### src/rtl/lift_pkg.sv
// Shared encodings for the lift motion controller: direction requests,
// controller states and latched fault codes.
package lift_pkg;

  typedef enum logic [1:0] {
    DIR_STOP   = 2'b00,
    DIR_DOWN   = 2'b01,
    DIR_UP     = 2'b10,
    DIR_UPDOWN = 2'b11
  } dir_t;

  typedef enum logic [1:0] {
    ST_IDLE   = 2'b00,
    ST_MOVING = 2'b01,
    ST_DOOR   = 2'b10,
    ST_FAULT  = 2'b11
  } state_t;

  typedef enum logic [1:0] {
    FLT_NONE   = 2'b00,
    FLT_TOP    = 2'b01,
    FLT_BOTTOM = 2'b10,
    FLT_UPDOWN = 2'b11
  } fault_t;

endpackage

### src/rtl/lift_timer.sv
// Loadable down-counter that saturates at zero; freeze holds the count.
module lift_timer #(
  parameter int COUNT_W = 32
) (
  input  logic               clk,
  input  logic               reset,
  input  logic               load,
  input  logic [COUNT_W-1:0] load_value,
  input  logic               freeze,
  output logic               zero
);

  logic [COUNT_W-1:0] count;

  always_ff @(posedge clk) begin
    if (reset) begin
      count <= '0;
    end else if (load) begin
      count <= load_value;
    end else if (!freeze && count != '0) begin
      count <= count - COUNT_W'(1);
    end
  end

  assign zero = (count == '0);

endmodule

### src/rtl/lift_motion_ctrl.sv
// Single-car motion sequencer: one-floor moves with fixed travel time, a
// mandatory door dwell after each arrival, and a latched fault on illegal moves.
module lift_motion_ctrl
  import lift_pkg::*;
#(
  parameter int NUM_FLOORS   = 7,
  parameter int BOTTOM_FLOOR = 1,
  parameter int FLOOR_W      = 3,
  parameter int CLK_PER_MOVE = 1000000000,
  parameter int CLK_PER_DOOR = 10000000,
  parameter int COUNT_W      = 32
) (
  input  logic               clk,
  input  logic               reset,
  input  logic [1:0]         dir,
  input  logic               hold,
  input  logic               estop,
  input  logic               fault_clear,
  output logic [FLOOR_W-1:0] floor,
  output logic [FLOOR_W-1:0] next_floor,
  output logic               moving,
  output logic               door_open,
  output logic               arrive,
  output logic               fault,
  output logic [1:0]         fault_code,
  output logic [1:0]         state
);

  localparam logic [FLOOR_W-1:0] BOT_FLOOR = FLOOR_W'(BOTTOM_FLOOR);
  localparam logic [FLOOR_W-1:0] TOP_FLOOR = FLOOR_W'(BOTTOM_FLOOR + NUM_FLOORS - 1);
  localparam logic [COUNT_W-1:0] MOVE_LOAD = COUNT_W'(CLK_PER_MOVE - 1);
  localparam logic [COUNT_W-1:0] DOOR_LOAD = COUNT_W'(CLK_PER_DOOR - 1);

  state_t             state_q;
  fault_t             code_q;
  dir_t               dir_in;
  logic               start_move;
  logic               arrive_now;
  logic               timer_load;
  logic [COUNT_W-1:0] timer_val;
  logic               timer_freeze;
  logic               timer_zero;

  assign dir_in = dir_t'(dir);

  // hold outranks any direction request while idle
  assign start_move = !hold &&
                      ((dir_in == DIR_UP   && floor < TOP_FLOOR) ||
                       (dir_in == DIR_DOWN && floor > BOT_FLOOR));
  assign arrive_now = (state_q == ST_MOVING) && timer_zero && !estop;

  always_comb begin
    timer_load   = 1'b0;
    timer_val    = DOOR_LOAD;
    timer_freeze = 1'b0;
    case (state_q)
      ST_IDLE: begin
        if (hold) begin
          timer_load = 1'b1;
        end else if (start_move) begin
          timer_load = 1'b1;
          timer_val  = MOVE_LOAD;
        end
      end
      ST_MOVING: begin
        timer_freeze = estop;
        timer_load   = arrive_now;
      end
      ST_DOOR:  timer_load = hold;
      default:  timer_freeze = 1'b1;
    endcase
  end

  lift_timer #(.COUNT_W(COUNT_W)) u_timer (
    .clk        (clk),
    .reset      (reset),
    .load       (timer_load),
    .load_value (timer_val),
    .freeze     (timer_freeze),
    .zero       (timer_zero)
  );

  always_ff @(posedge clk) begin
    if (reset) begin
      state_q    <= ST_IDLE;
      floor      <= BOT_FLOOR;
      next_floor <= BOT_FLOOR;
      moving     <= 1'b0;
      door_open  <= 1'b0;
      arrive     <= 1'b0;
      fault      <= 1'b0;
      code_q     <= FLT_NONE;
    end else begin
      arrive <= 1'b0;
      case (state_q)
        ST_IDLE: begin
          if (hold) begin
            state_q   <= ST_DOOR;
            door_open <= 1'b1;
          end else if (start_move) begin
            state_q    <= ST_MOVING;
            moving     <= 1'b1;
            next_floor <= (dir_in == DIR_UP) ? floor + FLOOR_W'(1) : floor - FLOOR_W'(1);
          end else if (dir_in != DIR_STOP) begin
            state_q <= ST_FAULT;
            fault   <= 1'b1;
            code_q  <= (dir_in == DIR_UPDOWN) ? FLT_UPDOWN :
                       (dir_in == DIR_UP)     ? FLT_TOP : FLT_BOTTOM;
          end
        end
        ST_MOVING: begin
          if (arrive_now) begin
            state_q   <= ST_DOOR;
            floor     <= next_floor;
            arrive    <= 1'b1;
            moving    <= 1'b0;
            door_open <= 1'b1;
          end
        end
        ST_DOOR: begin
          if (timer_zero && !hold) begin
            state_q   <= ST_IDLE;
            door_open <= 1'b0;
          end
        end
        default: begin
          if (fault_clear) begin
            state_q <= ST_IDLE;
            fault   <= 1'b0;
            code_q  <= FLT_NONE;
          end
        end
      endcase
    end
  end

  assign state      = state_q;
  assign fault_code = code_q;

endmodule

### config.mk
export PLATFORM = sky130hd
export DESIGN_NAME = lift_motion_ctrl
export DESIGN_NICKNAME = d
export VERILOG_FILES = /design/src/rtl/lift_pkg.sv /design/src/rtl/lift_timer.sv /design/src/rtl/lift_motion_ctrl.sv
export SDC_FILE = /design/constraint.sdc
export NUM_CORES = 1
export LEC_CHECK = 0
export CORE_UTILIZATION = 49
export CTS_CLUSTER_DIAMETER = 200
export DETAILED_ROUTE_END_ITERATION = 16
export PLACE_DENSITY = 0.76
export RECOVER_POWER = 100
export SLEW_MARGIN = 20
export SYNTH_ARGS = -nofsm -noshare
export SYNTH_HDL_FRONTEND = slang
export SYNTH_HIERARCHICAL = 1
export SYNTH_SLANG_ARGS = --single-unit
export TNS_END_PERCENT = 50
### constraint.sdc
create_clock -name clk -period 3.6 [get_ports clk]
set_input_delay 0.54 -clock clk [delete_from_list [all_inputs] [get_ports clk]]
set_output_delay 0.54 -clock clk [all_outputs]
set_load 0.005 [all_outputs]
==> impl_metrics.env, run 1 <==
export IMPL_rows=27
export IMPL_design_core_area_um2=5510
export IMPL_crit_path_cell_trace="inv_1, ha_1, or4b_2, or2_2, nor4_1, nand3b_1, a21oi_2, clkinvlp_4, buf_4, and4_1, a2111oi_0"
export IMPL_synthesis_area_um2=2800
export IMPL_n_fill_cell=497
export IMPL_vias=2715
export IMPL_p_comb_share_pct=50.0
export IMPL_seq_area_um2=921
export IMPL_powerDensity_nw_per_um2=748
export IMPL_ys_warn_count=6
export IMPL_yosysTopAreaCellShare_pct=32.9
export IMPL_drtIter0Drc=169
export IMPL_die_area_um2=6020
export IMPL_crit_arrival_ns=3.49
export IMPL_grtUsageTotal_pct=23.9
export IMPL_yosysTopAreaCell="dfxtp_1"
export IMPL_peakVddDrop_uv=466
export IMPL_synth_cell_types=61
export IMPL_port_buffers=20
export IMPL_dr_pass1_iters=5
export IMPL_fmax_mhz=300
export IMPL_finalCritPeriodShare_pct=92.5
export IMPL_clock_sinks=46
export IMPL_ys_seq_elements=46
export IMPL_internal_power_w=0.00139
export IMPL_power_w=0.00245
export IMPL_p_sw_w=0.00106
export IMPL_clockPowerShare_pct=16.1
export IMPL_max_cap_violations=0
export IMPL_cts_hold_buf=0
export IMPL_insertion_delay_ns=0.31
export IMPL_ff2ff_path_depth=11
export IMPL_slowest_delay_ns=0.65
export IMPL_synthCells=329
export IMPL_cts_buffer_depth=2
export IMPL_fin_setup_tns_ns=0
export IMPL_min_period_ns=3.33
export IMPL_path_class="register to register"
export IMPL_ant_nets=0
export IMPL_grt_ovfl_total=0
export IMPL_synthTopCellsByArea="dfxtp_1, a311oi_1, nor2_1"
export IMPL_drcViolationCount=0
export IMPL_synth_edff_count=0
export IMPL_clock_skew_ns=0.0148
export IMPL_cts_root_buf="clkbuf_8"
export IMPL_initial_core_util_pct=50.8
export IMPL_viasPerCell=6.10
export IMPL_grt_start_max_net_pins=35
export IMPL_yosysMostFrequentCell="dfxtp_1"
export IMPL_cp_depth=11
export IMPL_cts_tree="yes"
export IMPL_tightest_slew_ns=1.43
export IMPL_finalNetCount=387
export IMPL_hold_viol_final=0
export IMPL_cts_max_level=2
export IMPL_ys_async_sr_fraction_pct=0
export IMPL_cp_start_kind="register"
export IMPL_die_width_um=77.6
export IMPL_critPathCaptureType="register"
export IMPL_layout_drive_gt1_share_pct=11.0
export IMPL_wl_um=6930
export IMPL_gp_congestion=0.872
export IMPL_p_leak_nw=1.25
export IMPL_switching_share_pct=43.2
export IMPL_grt_pass1_wl_um=11600
export IMPL_path_clk_slew_ns=0.10
export IMPL_cp_max_fo=12
export IMPL_area_growth_pct=16.9
export IMPL_setup_viol=0
export IMPL_die_h_um=77.6
export IMPL_diodes=0
export IMPL_pin_count=21
export IMPL_p_seq_share_pct=33.9
export IMPL_hold_class="register to register"
export IMPL_min_path_cells=1
export IMPL_syn_avg_cell_area_um2=8.50
export IMPL_placed_area_um2=3150
export IMPL_hpwl_um=4710
export IMPL_status="completed"
export IMPL_synth_commonest_cells="dfxtp_1, nor2_1, inv_1, a311oi_1"
export IMPL_synth_main_ff_cell="dfxtp_1"
export IMPL_path_delay_family="simple AND/OR/NAND/NOR gates"
export IMPL_crit_buf_inv=3
export IMPL_multi_input_area_um2=1740
export IMPL_routedWlPerCell_um=15.6
export IMPL_cts_buffers=5
export IMPL_grt_pass1_vias=2503
export IMPL_finalMaxSlewViolations=0
export IMPL_fin_area_um2=3270
export IMPL_slowest_stage="or4b_2"
export IMPL_max_slew_margin_pct=4.33
export IMPL_required_ns=3.76
export IMPL_ff2ff_setup_slack_ns=0.27
export IMPL_antenna_found_initial=0
export IMPL_ys_seq_area_share_pct=32.9
[final timing paths]
kind | start | to
setup reg to reg | u_timer/count[0] | u_timer/count[16]
hold reg to reg | fault | fault
setup / recovery | u_timer/count[0] | u_timer/count[16]
hold / removal | fault | fault
[worst register-to-register path: stages, from the launching register on]
cell        delay, ns
dfxtp_1          0.34
inv_1            0.08
ha_1             0.19
or4b_2           0.65
or2_2            0.34
nor4_1           0.26
nand3b_1         0.16
a21oi_2          0.30
clkinvlp_4       0.14
buf_4            0.19
and4_1           0.18
a2111oi_0        0.36
[layout make-up]
type	instances	share of cell area, %
repair inverters	1	0.153
clock buffers	5	2.10
flip-flops and latches	46	28.2
well taps	72	2.75
clock inverters	3	1.34
repair buffers	34	9.14
multi-input cells	258	53.3
inverters	26	3.10
[sequential cells by signal, summed over array words and instances, names as in the netlist]
signal / cells
u_timer/count: 32
floor: 3
next_floor: 3
fault_code: 2
state: 2
arrive: 1
door_open: 1
fault: 1
moving: 1
[per-stage QoR]
stage | hold slack, ns | instances | setup WS [ns] | utilization [%]
floorplan | 0.451 | 346 | 0.260 | -
global placement | 0.436 | 432 | 0.372 | 57.2
detailed placement | 0.445 | 432 | 0.230 | 57.2
CTS | 0.474 | 440 | 0.163 | 59.2
global route | 0.482 | 445 | -0.000754 | 59.4
finish | 0.469 | 445 | 0.269 | 59.4
[power groups by stage]
stage                     sequential [W]  clock (W)  combinational, W
after CTS                       0.000825   0.000403           0.00118
after floorplan                 0.000798          0          0.000904
after global routing            0.000853   0.000421           0.00137
after detailed placement        0.000834          0           0.00118
final                           0.000829   0.000394           0.00122
after global placement          0.000829          0           0.00114
[cell families after synthesis]
logic type	share of synthesized area, %
adder cells (fa/ha/maj)	3.58
AND/OR/NAND/NOR	27.0
AO/OA/AOI/OAI	27.7
flip-flops	32.9
XOR/XNOR	1.25
multiplexers	1.07
other	0.268
buffers and inverters	6.26
[placed cells by master, fill, tap and decap left out, types with 13 or more instances in the layout]
cell and instances:
o21ai_0 14, dlygate4sd3_1 15, nor4_1 13, a311oi_1 21
or3_1 15, nor2_1 33, conb_1 19, dfxtp_1 46
inv_1 23, nor3_1 14
[layer usage]
layer | share of wire (%) | global-route usage (%) | vias up
met5 | 0 | 0 | -
met4 | 1.6 | 9.06 | 0
met3 | 5.2 | 4.94 | 10
met2 | 46 | 36.2 | 71
met1 | 47 | 33.1 | 1281
li1 | - | - | 1353
[repair_timing]
action,4_1_cts,5_1_grt
setup buffers,0,4
gates resized for setup,0,2
endpoints found under the setup margin,0,5
(Power assumes the default switching activity.)
==> run 2: changes to the inputs <==
--- a/config.mk
+++ b/config.mk
@@ -8,11 +8,10 @@
 export CORE_UTILIZATION = 49
 export CTS_CLUSTER_DIAMETER = 200
 export DETAILED_ROUTE_END_ITERATION = 16
-export PLACE_DENSITY = 0.76
+export PLACE_DENSITY_LB_ADDON = 0.3
 export RECOVER_POWER = 100
 export SLEW_MARGIN = 20
 export SYNTH_ARGS = -nofsm -noshare
 export SYNTH_HDL_FRONTEND = slang
-export SYNTH_HIERARCHICAL = 1
 export SYNTH_SLANG_ARGS = --single-unit
 export TNS_END_PERCENT = 50
==> impl_metrics.env, run 2 <==
export IMPL_dr_pass1_iters=4
export IMPL_pre_cts_slack_ns=0.677
export IMPL_cts_tree="yes"
export IMPL_p_leak_nw=1.05
export IMPL_viasPerCell=6.24
export IMPL_powerDensity_nw_per_um2=755
export IMPL_synth_nets=318
export IMPL_cts_max_level=2
export IMPL_worst_slack_ns=0.454
export IMPL_top_register="u_timer.count"
export IMPL_n_fill_cell=473
export IMPL_wl_um=6290
export IMPL_yosysTopAreaCell="dfxtp_1"
export IMPL_hold_viol_final=0
export IMPL_finalNetCount=332
export IMPL_fin_setup_tns_ns=0
export IMPL_finalCritPeriodShare_pct=87.4
export IMPL_final_common_cell="dfxtp_1"
export IMPL_pin_count=21
export IMPL_slowest_delay_ns=0.83
export IMPL_ys_seq_elements=46
export IMPL_hold_class="register to register"
export IMPL_path_clk_slew_ns=0.10
export IMPL_max_cap_violations=0
export IMPL_cts_root_buf="clkbuf_8"
export IMPL_setup_viol=0
export IMPL_vias=2413
export IMPL_antenna_found_initial=0
export IMPL_cp_start_kind="register"
export IMPL_rsz0062_at_grt="no"
export IMPL_layout_drive_gt1_share_pct=8.20
export IMPL_cts_buffer_depth=2
export IMPL_drcViolationCount=0
export IMPL_slowest_stage="or4b_1"
export IMPL_area_growth_pct=11.7
export IMPL_hpwl_um=4400
export IMPL_max_slew_margin_pct=47.0
export IMPL_port_buffers=20
export IMPL_ys_seq_area_share_pct=34.5
export IMPL_die_h_um=75.8
export IMPL_die_area_um2=5750
export IMPL_finalMaxSlewViolations=0
export IMPL_cts_resized=0
export IMPL_synth_cell_types=56
export IMPL_crit_arrival_ns=3.38
export IMPL_synth_commonest_cells="dfxtp_1, a21oi_1, a211oi_1, nor2_1, nor3_1"
export IMPL_diodes=0
export IMPL_clock_sinks=46
export IMPL_largest_reg_flops=32
export IMPL_grt_pass1_wl_um=10600
export IMPL_final_cell_mix="dfxtp_1, a21oi_1, a211oi_1"
export IMPL_drtIter0Drc=224
export IMPL_synth_edff_count=0
export IMPL_gp_congestion=0.914
export IMPL_grt_start_max_net_pins=31
export IMPL_synth_main_ff_cell="dfxtp_1"
export IMPL_cts_buffers=5
export IMPL_crit_path_cell_trace="or4_1, or4b_1, nor4_1, or4b_1, a211oi_2"
export IMPL_yosysTopAreaCellShare_pct=34.5
export IMPL_min_period_ns=3.15
export IMPL_synthesis_area_um2=2670
export IMPL_grtUsageTotal_pct=24.4
export IMPL_design_core_area_um2=5170
export IMPL_multi_input_area_um2=1600
export IMPL_tightest_slew_ns=0.795
export IMPL_ys_warn_count=0
export IMPL_status="completed"
export IMPL_whs_ns=0.464
export IMPL_top_regs="u_timer.count: 32 flops, floor: 3 flops, next_floor: 3 flops"
export IMPL_required_ns=3.83
export IMPL_ant_nets=0
export IMPL_cp_max_fo=16
export IMPL_syn_avg_cell_area_um2=8.84
export IMPL_ys_async_sr_fraction_pct=0
export IMPL_clock_skew_ns=0.00972
export IMPL_rows=26
export IMPL_synthTopCellsByArea="dfxtp_1, xor2_1, a211oi_1"
export IMPL_grt_ovfl_total=0
export IMPL_grt_pass1_vias=2173
export IMPL_initial_core_util_pct=51.6
export IMPL_routedWlPerCell_um=16.2
export IMPL_cts_hold_buf=0
export IMPL_cts_setup_buffers=0
export IMPL_synthCells=302
export IMPL_insertion_delay_ns=0.32
export IMPL_die_width_um=75.8
export IMPL_yosysMostFrequentCell="dfxtp_1"
export IMPL_peakVddDrop_uv=436
export IMPL_path_class="register to register"
export IMPL_critPathCaptureType="register"
export IMPL_seq_area_um2=921
export IMPL_fmax_mhz=318
export IMPL_cp_common_cell="or4b_1"
run 2: changes by cell type in the layout (fill, tap and decap cells not counted), sizes merged, moves of 7 or more:
cell,change
buf,-8
nor2,-18
and4,-9
inv,-11
a311oi,-19
o21ai,-10
nand2,+7
conb,-19
a211oi,+8
xor2,+12
a21oi,+10
run 2: layer usage:
layer	vias to the layer above	global-route usage, %	wire length [µm]
met2	73	36.3	2840
met5	-	0	0
met1	1137	34.8	3030
met4	0	9.05	87
met3	11	4.76	332
li1	1192	-	-
run 2: where the power goes:
| part | switching, W | internal (W) | leakage (nW) |
|---|---|---|---|
| combinational | 0.000694 | 0.000437 | 0.627 |
| clock | 0.000203 | 0.000144 | 0.0495 |
| sequential | 0.000133 | 0.000640 | 0.378 |
run 2: cells by family (layout without fill, tap and decap cells):
kind of cell,after synthesis,count (layout),synth area share (%)
AOI/OAI and AO/OA,86,86,24.6
muxes,7,7,2.72
DFF,46,46,34.5
buffers and inverters,30,45,4.41
adders and majority gates,9,9,4.22
and+or+nand+nor,103,103,22.7
xor gates and xnor gates,21,21,6.89
run 2: cell type report:
type / instances / area share, %
multi-input cells: 226 / 53.6
flip-flops and latches: 46 / 30.9
repair buffers: 26 / 7.97
well taps: 70 / 2.94
clock buffers: 5 / 2.31
inverters: 11 / 1.38
clock inverters: 3 / 0.881
run 2: path summary, 6_finish.rpt:
check                      endpoint  slack (ns)  cells past startpoint              from
hold reg to reg       next_floor[2]        0.46                      2     next_floor[2]
setup reg to reg  u_timer.count[30]        0.45                      5  u_timer.count[2]
hold / removal        next_floor[2]        0.46                      2     next_floor[2]
setup / recovery  u_timer.count[30]        0.45                      5  u_timer.count[2]
run 2: through the flow:
step / cells / util [%] / power (W) / cell area [µm²]
6_report: 387 / 57.6 / 0.00225 / 2980
2_1_floorplan: 302 / - / 0.00163 / 2670
3_5_place_dp: 379 / 56.6 / 0.00193 / 2930
4_1_cts: 387 / 58.4 / 0.00228 / 3020
5_1_grt: 387 / 57.6 / 0.00242 / 2980
3_3_place_gp: 379 / 56.6 / 0.00191 / 2930
run 2: critical path: cells and delay by family, from the launching register on:
kind / cells / cell delay [ns]
AND/OR/NAND/NOR: 4 / 2.47
flip-flops: 1 / 0.37
AO/OA/AOI/OAI: 1 / 0.22
==> run 3: changes to the inputs <==
--- a/config.mk
+++ b/config.mk
@@ -5,7 +5,7 @@
 export SDC_FILE = /design/constraint.sdc
 export NUM_CORES = 1
 export LEC_CHECK = 0
-export CORE_UTILIZATION = 49
+export CORE_UTILIZATION = 25
 export CTS_CLUSTER_DIAMETER = 200
 export DETAILED_ROUTE_END_ITERATION = 16
 export PLACE_DENSITY_LB_ADDON = 0.3
==> impl_metrics.env, run 3 (synthesized netlist as in run 2, its figures left out) <==
export IMPL_slowest_stage="or4b_1"
export IMPL_port_buffers=20
export IMPL_cts_max_level=2
export IMPL_grt_pass1_wl_um=11700
export IMPL_fin_area_um2=3090
export IMPL_powerDensity_nw_per_um2=749
export IMPL_hold_viol_final=0
export IMPL_required_ns=3.82
export IMPL_slowest_delay_ns=0.86
export IMPL_layout_drive_gt1_share_pct=8.81
export IMPL_path_clk_slew_ns=0.09
export IMPL_cts_tree="yes"
export IMPL_tightest_slew_ns=0.887
export IMPL_crit_path_cell_trace="or4_1, or4b_1, nor4_1, or4b_1, a211oi_2"
export IMPL_largest_reg_flops=32
export IMPL_min_period_ns=3.19
export IMPL_die_h_um=105
export IMPL_rows=37
export IMPL_top_regs="u_timer.count: 32 flops, floor: 3 flops, next_floor: 3 flops"
export IMPL_hold_class="register to register"
export IMPL_cp_max_fo=16
export IMPL_grt_start_max_net_pins=25
export IMPL_area_growth_pct=15.8
export IMPL_cts_buffers=5
export IMPL_worst_slack_ns=0.408
export IMPL_path_class="register to register"
export IMPL_diodes=0
export IMPL_cts_setup_buffers=0
export IMPL_antenna_found_initial=0
export IMPL_clock_sinks=46
export IMPL_cts_resized=0
export IMPL_drcViolationCount=0
export IMPL_design_core_area_um2=10300
export IMPL_max_cap_violations=0
export IMPL_dr_pass1_iters=4
export IMPL_cp_start_kind="register"
export IMPL_initial_core_util_pct=25.9
export IMPL_pin_count=21
export IMPL_hpwl_um=4800
export IMPL_clock_skew_ns=0.00840
export IMPL_cts_root_buf="clkbuf_8"
export IMPL_critPathCaptureType="register"
export IMPL_finalMaxSlewViolations=0
export IMPL_pre_cts_slack_ns=0.653
export IMPL_vias=2371
export IMPL_gp_congestion=0.756
export IMPL_finalCritPeriodShare_pct=88.7
export IMPL_finalNetCount=333
export IMPL_top_register="u_timer.count"
export IMPL_wl_um=6920
export IMPL_drtIter0Drc=110
export IMPL_peakVddDrop_uv=283
export IMPL_crit_arrival_ns=3.41
export IMPL_final_cell_mix="dfxtp_1, a21oi_1, a211oi_1"
export IMPL_insertion_delay_ns=0.30
export IMPL_rsz0062_at_grt="no"
export IMPL_cp_common_cell="or4b_1"
export IMPL_die_width_um=105
export IMPL_fmax_mhz=313
export IMPL_grt_ovfl_total=0
export IMPL_viasPerCell=5.22
export IMPL_cts_buffer_depth=2
export IMPL_fin_util_pct=29.9
export IMPL_grt_pass1_vias=2346
export IMPL_max_slew_margin_pct=40.9
export IMPL_cts_hold_buf=0
export IMPL_status="completed"
export IMPL_fin_setup_tns_ns=0
export IMPL_die_area_um2=11100
export IMPL_p_leak_nw=1.07
export IMPL_grtUsageTotal_pct=13.0
export IMPL_routedWlPerCell_um=15.2
export IMPL_ant_nets=0
export IMPL_setup_viol=0
export IMPL_final_common_cell="dfxtp_1"
export IMPL_placed_area_um2=3020
[run 3: path summary, 6_finish.rpt]
| check | startpoint | slack, ns | depth (start not counted) | end |
|---|---|---|---|---|
| worst max-delay path | u_timer.count[2] | 0.41 | 5 | u_timer.count[30] |
| worst max register to register | u_timer.count[2] | 0.41 | 5 | u_timer.count[30] |
| worst min register to register | moving | 0.48 | 2 | moving |
| worst min-delay path | moving | 0.48 | 2 | moving |
[run 3: worst max-delay path: cells and delay by family (launching register included)]
family	cells	cell delay [ns]
flip-flops	1	0.36
AO/OA/AOI/OAI	1	0.22
AND/OR/NAND/NOR	4	2.54
[run 3: power by group]
group / switching, W / internal (W) / leakage [nW]
sequential: 0.000128 / 0.000641 / 0.378
clock: 0.000185 / 0.000205 / 0.0579
combinational: 0.000716 / 0.000442 / 0.635
[run 3: area by class of cell]
type	instances	area (µm²)
clock buffer	5	68.8
sequential	46	921
timing repair buffer	27	249
fill	1106	7230
inverter	11	41.3
multi-input combinational	226	1600
clock inverter	3	40.0
tap	136	170
[run 3: routing by layer]
metal | vias to the layer above | global-route usage (%) | part of all wire, % | wire length [µm]
li1 | 1191 | - | - | -
met1 | 1119 | 18.1 | 50 | 3430
met2 | 57 | 20.6 | 45 | 3100
met3 | 4 | 2.78 | 5.0 | 347
met4 | 0 | 2.31 | 0.59 | 41
met5 | - | 0 | 0 | 0
[run 3: metrics by stage]
step,instances,hold WS [ns],power (W)
after detailed placement,446,0.462,0.00196
after global placement,446,0.472,0.00196
after CTS,454,0.485,0.00237
final,454,0.482,0.00232
after global routing,454,0.519,0.00249
after floorplan,302,0.460,0.00163
